--- config.mk ---
export PLATFORM = sky130hd
export DESIGN_NAME = branch_flag_unit
export DESIGN_NICKNAME = d
export VERILOG_FILES = /design/src/rtl/branch_flag_unit_pkg.sv /design/src/rtl/branch_flag_unit_cond_eval.sv /design/src/rtl/branch_flag_unit.sv
export SDC_FILE = /design/constraint.sdc
export NUM_CORES = 1
export LEC_CHECK = 0
export BUFFER_PORTS_ARGS = -buffer_cell sky130_fd_sc_hd__buf_4
export CAP_MARGIN = 15
export CORE_ASPECT_RATIO = 1.4
export CORE_MARGIN = 2
export CORE_UTILIZATION = 58
export DETAILED_ROUTE_END_ITERATION = 10
export PLACE_DENSITY = 0.88
export RECOVER_POWER = 100
export SETUP_SLACK_MARGIN = 0.15
export SYNTH_ARGS = -nofsm -noshare
export SYNTH_HDL_FRONTEND = slang
export SYNTH_SLANG_ARGS = --single-unit
--- constraint.sdc ---
create_clock -name clk -period 6.7 [get_ports clk]
set_input_delay 1.675 -clock clk [delete_from_list [all_inputs] [get_ports clk]]
set_output_delay 1.675 -clock clk [all_outputs]
set_load 0.005 [all_outputs]
--- src/rtl/branch_flag_unit_pkg.sv ---
// Shared control-path types for the CPU front end: branch kinds, condition
// codes, NZCV bit positions and the sequential PC increment.
package cpu_ctrl_pkg;

    typedef enum logic [2:0] {
        BT_NONE  = 3'd0,
        BT_B     = 3'd1,
        BT_BL    = 3'd2,
        BT_BCOND = 3'd3,
        BT_CBZ   = 3'd4,
        BT_CBNZ  = 3'd5,
        BT_BR    = 3'd6,
        BT_RSVD  = 3'd7
    } branch_type_e;

    typedef enum logic [3:0] {
        COND_EQ = 4'h0, COND_NE = 4'h1,
        COND_HS = 4'h2, COND_LO = 4'h3,
        COND_MI = 4'h4, COND_PL = 4'h5,
        COND_VS = 4'h6, COND_VC = 4'h7,
        COND_HI = 4'h8, COND_LS = 4'h9,
        COND_GE = 4'hA, COND_LT = 4'hB,
        COND_GT = 4'hC, COND_LE = 4'hD,
        COND_AL = 4'hE, COND_NV = 4'hF
    } cond_e;

    localparam int FLAG_N = 3;
    localparam int FLAG_Z = 2;
    localparam int FLAG_C = 1;
    localparam int FLAG_V = 0;

    localparam int PC_INCR = 4;

endpackage

--- src/rtl/branch_flag_unit_cond_eval.sv ---
// Combinational ARM condition evaluator: condition code + NZCV -> pass bit.
// Kept standalone so conditional-select instructions can reuse it.
module cond_eval
    import cpu_ctrl_pkg::*;
(
    input  logic [3:0] cond,
    input  logic [3:0] nzcv,
    output logic       pass
);

    logic n, z, c, v;
    logic base;

    assign n = nzcv[FLAG_N];
    assign z = nzcv[FLAG_Z];
    assign c = nzcv[FLAG_C];
    assign v = nzcv[FLAG_V];

    // Codes come in true/inverted pairs selected by cond[0]; NV is the one
    // odd code that does not invert AL.
    always_comb begin
        base = 1'b1;
        case (cond[3:1])
            3'd0:    base = z;
            3'd1:    base = c;
            3'd2:    base = n;
            3'd3:    base = v;
            3'd4:    base = c & ~z;
            3'd5:    base = (n == v);
            3'd6:    base = ~z & (n == v);
            default: base = 1'b1;
        endcase
        pass = base ^ (cond[0] & (cond[3:1] != 3'd7));
    end

endmodule

--- src/rtl/branch_flag_unit.sv ---
// NZCV flag register, branch resolution and program counter for the
// single-cycle CPU; redirect is decided combinationally and lands on pc next edge.
module branch_flag_unit
    import cpu_ctrl_pkg::*;
#(
    parameter int              ADDR_W   = 64,
    parameter logic [ADDR_W-1:0] RESET_PC = '0
) (
    input  logic              clk,
    input  logic              reset_n,
    input  logic              stall,
    input  logic              set_flags,
    input  logic              alu_negative,
    input  logic              alu_zero,
    input  logic              alu_overflow,
    input  logic              alu_carry_out,
    input  logic [2:0]        branch_type,
    input  logic [3:0]        cond,
    input  logic [ADDR_W-1:0] imm_offset,
    input  logic [ADDR_W-1:0] br_target,
    output logic [ADDR_W-1:0] pc,
    output logic [3:0]        flags_q,
    output logic              branch_taken,
    output logic [ADDR_W-1:0] link_value,
    output logic              link_we
);

    branch_type_e             bt;
    logic                     cond_pass;
    logic [3:0]               flags_next;
    logic signed [ADDR_W-1:0] imm_s;
    logic [ADDR_W-1:0]        seq_pc;
    logic [ADDR_W-1:0]        rel_pc;
    logic [ADDR_W-1:0]        next_pc;

    assign bt = branch_type_e'(branch_type);

    // B.cond reads only the registered flags, never this cycle's ALU result.
    cond_eval u_cond_eval (
        .cond (cond),
        .nzcv (flags_q),
        .pass (cond_pass)
    );

    always_comb begin
        branch_taken = 1'b0;
        case (bt)
            BT_B, BT_BL, BT_BR: branch_taken = 1'b1;
            BT_BCOND:           branch_taken = cond_pass;
            BT_CBZ:             branch_taken = alu_zero;
            BT_CBNZ:            branch_taken = ~alu_zero;
            default:            branch_taken = 1'b0;
        endcase
    end

    assign imm_s  = signed'(imm_offset);
    assign seq_pc = pc + ADDR_W'(PC_INCR);
    assign rel_pc = pc + unsigned'(imm_s <<< 2);

    always_comb begin
        next_pc = seq_pc;
        if (branch_taken) begin
            next_pc = (bt == BT_BR) ? br_target : rel_pc;
        end
    end

    assign link_value = seq_pc;
    assign link_we    = (bt == BT_BL) & ~stall;

    always_comb begin
        flags_next         = '0;
        flags_next[FLAG_N] = alu_negative;
        flags_next[FLAG_Z] = alu_zero;
        flags_next[FLAG_C] = alu_carry_out;
        flags_next[FLAG_V] = alu_overflow;
    end

    // Architectural state boundary: pc and flags_q advance together unless stalled.
    always_ff @(posedge clk or negedge reset_n) begin
        if (!reset_n) begin
            pc      <= RESET_PC;
            flags_q <= 4'b0000;
        end else if (!stall) begin
            pc <= next_pc;
            if (set_flags) begin
                flags_q <= flags_next;
            end
        end
    end

endmodule

==> flow_metrics.py <==
metrics = {
    "floorplan": {
        "die_area_um2": 16920,
        "core-area_um2": 15540,
        "io_pins": 277,
        "initial_core_util": 0.5928,
        "die_w_um": 110.5,
        "rows": 54,
        "fp.dieH_um": 153.1,
    },
    "sta": {
        "fin_crit_sh": 0.8678,
        "relSlewSlack": -1.719,
        "rsz0062_at_grt": "false",
        "fmax_ghz": 0.1720,
        "hold_viol_final": 0,
        "layout_min_cycle_time_ns": 5.814,
        "finalSetupViolations": 0,
        "tns_ns": 0,
        "drv_slew": 108,
        "tightest_slew_ns": 4.079,
        "finClkSkew_ns": 0.009784,
        "timing.final.ws_setup_ns": 0.8857,
    },
    "grt": {
        "grt_first_pass_wirelength_mm": 52.36,
        "grt_pass1_vias": 10280,
        "grt_max_degree": 69,
        "antenna_found_initial": 0,
        "grt_usage": 0.3764,
        "gr-total-overflow": 0,
    },
    "pwr": {
        "peakVddDrop_v": 0.0002431,
        "power.total_mw": 4.778,
        "power_density_nw_per_um2": 424.0,
        "p_leak_nw": 5.018,
    },
    "final_layout": {
        "syn_to_final_growth_pct": 22.34,
        "num-fill-cells": 1368,
        "fin_cells": 1654,
        "nets": 1659,
        "drive_gt1_frac": 0.2181,
        "antennaDiodeCount": 0,
    },
    "clock_network": {
        "cts_sinks": 68,
        "cts.repair.resized": 0,
        "htreeDepth": 3,
        "cts_inserted_buffers": 9,
        "clkTransAtPathRegs_ns": 0.07,
        "clock_latency_ns": 0.34,
        "cts_max_path_buffers": 2,
        "cts_tree": "done",
        "cts_root_buffer": "clkbuf_16",
        "post_cts_buffers": 0,
        "ctsHoldBuffers": 0,
    },
    "worst_hold_path": {
        "hold_end": "pc[0]",
        "worstHoldStart": "pc[0]",
        "hold_path_class": "reg -> reg",
        "holdPathStages": 1,
    },
    "yosys": {
        "async_flop_share": 1.000,
        "synth-warning-count": 0,
        "ys_ff_latch": 68,
        "synthFlopType": "dfrtp_1",
        "syn-num-nets": 1445,
        "netlist_instances": 1239,
        "synth_seq_area_share": 0.1847,
        "synth.lib_cells_used.distinct": 94,
        "synth_edf_count": 0,
        "netlist_area_um2": 9211,
        "syn_area_per_cell_um2": 7.434,
    },
    "outcome": {
        "violations": "max-capacitance violations, max-slew violations",
        "status": "finished, violations left",
    },
    "setup_path": {
        "reg2reg_depth": 10,
        "r2r_start": "pc[26]",
        "rrSetupSlack_ns": 2.02,
        "cpMaxStageDelayCell": "nor4_1",
        "crit_path_start_kind": "flop",
        "end_kind": "output pin",
        "worstPathCellList": "nand4_1 -> nor4_1 -> and2_0 -> nand2_1 -> nor2b_1 -> clkbuf_1 -> nand2_1 -> nor2_1 -> xor2_1 -> clkbuf_4",
        "cp_common_cell": "nand2_1",
        "worstPathMaxFanout": 9,
        "slowest_delay_ns": 0.97,
        "arrival_ns": 4.14,
        "r2r_end": "pc[61]",
        "crit_start": "pc[10]",
        "worstSetupPathType": "reg -> out",
        "cp.required_ns": 5.03,
    },
    "placed_design": {
        "pre_cts_ws_ns": 1.540,
        "routabilityCongestion": 0.9801,
        "dpl.hpwl_mm": 25.04,
        "dp.cells": 1638,
        "io_buffers": 274,
    },
    "route": {
        "drc_errors": 0,
        "via_per_inst": 6.554,
        "drtIter0Drc": 1058,
        "post_drt_wl_per_cell_um": 20.04,
        "ant_nets": 0,
        "dr.pass1.iters": 9,
        "wirelength_mm": 33.15,
        "vias": 10840,
    },
    "run": {
        "maxCapViolCount": 2,
    },
}
[cells in the mapped netlist (7+ instances only)]
master	n	share of area
xor2_1	33	0.031
o211ai_1	16	0.013
o31ai_1	7	0.0057
o21ai_0	45	0.024
nand4_1	36	0.024
nand2b_1	8	0.0054
nor2b_1	15	0.010
clkbuf_1	45	0.018
nor4_1	7	0.0048
buf_4	8	0.0065
a21o_1	35	0.029
o22ai_1	11	0.0075
a22oi_1	9	0.0073
mux2i_1	13	0.014
o21ai_1	62	0.034
o21bai_1	12	0.0098
nand2_1	124	0.051
buf_2	7	0.0038
xnor2_1	75	0.071
inv_1	34	0.014
and4_1	9	0.0086
dfrtp_1	68	0.18
a21oi_1	121	0.066
ha_1	62	0.084
and3_1	17	0.012
buf_6	8	0.0098
a211oi_1	18	0.015
nor3_1	20	0.011
nor2_1	113	0.046
nand3_1	55	0.030
a31oi_1	16	0.011
[state kept, by name, summed over array words and instances (netlist names)]
name     count
flags_q      4
pc          64
[report_power, final]
part / internal (mW) / total (mW) / switching (mW)
sequential: 0.588 / 0.976 / 0.388
combinational: 1.52 / 3.30 / 1.77
clock: 0.298 / 0.507 / 0.209
[cell families after synthesis]
logic type	share of synthesized area
fa+ha+maj	0.08639
simple gates	0.2406
buf+inv	0.07185
xor+xnor	0.1045
mux	0.02513
flops	0.1847
compound gates	0.2869
[layer usage]
| metal | vias up | routed length, um | GRT usage | part of all wire |
|---|---|---|---|---|
| met5 | - | 0 | 0 | 0 |
| met3 | 155 | 2572 | 0.05234 | 0.078 |
| li1 | 5003 | - | - | - |
| met4 | 0 | 2105 | 0.2214 | 0.064 |
| met2 | 609 | 16360 | 0.6573 | 0.49 |
| met1 | 5073 | 12110 | 0.4376 | 0.37 |
[critical path, delay by kind of cell, from the launching register on]
family	cells	cell delay [ns]
xor gates and xnor gates	1	0.16
buffers and inverters	2	0.71
DFF	1	0.51
and+or+nand+nor	7	2.42
[layout by cell type, fill, tap and decap left out, drive strengths merged, types with 33 or more instances in the layout]
cell	netlist	routed
buf	28	154
clkbuf	50	140
nand2	128	128
a21oi	122	122
nor2	115	115
o21ai	107	107
xnor2	76	76
dfrtp	68	68
ha	62	62
nand3	55	55
nand4	37	37
inv	35	35
a21o	35	35
xor2	33	33
[layout make-up]
cell class	instances	area, um^2	area share
multi-input cells	1055	6798	0.6032
clock inverters	6	63.81	0.005662
clock buffers	10	239.0	0.02121
inverters	35	131.4	0.01166
well taps	196	245.2	0.02176
flip-flops and latches	68	1702	0.1510
repair buffers	284	2091	0.1855
[stage by stage]
stage               instance area [um^2]  hold slack [ns]  utilization
floorplan                           9211           0.5292            -
global placement                   11060           0.5192       0.7117
CTS                                11360           0.5477       0.7312
detailed placement                 11060           0.5340       0.7117
finish                             11270           0.5402       0.7252
global route                       11270           0.5577       0.7252
[worst max path at each step]
stage                      to
3_5_place_dp           pc[63]
5_1_grt        link_value[55]
4_1_cts        link_value[61]
3_3_place_gp           pc[63]
6_report       link_value[53]
2_1_floorplan    branch_taken
Note: power is estimated with default switching activity, not from simulation.
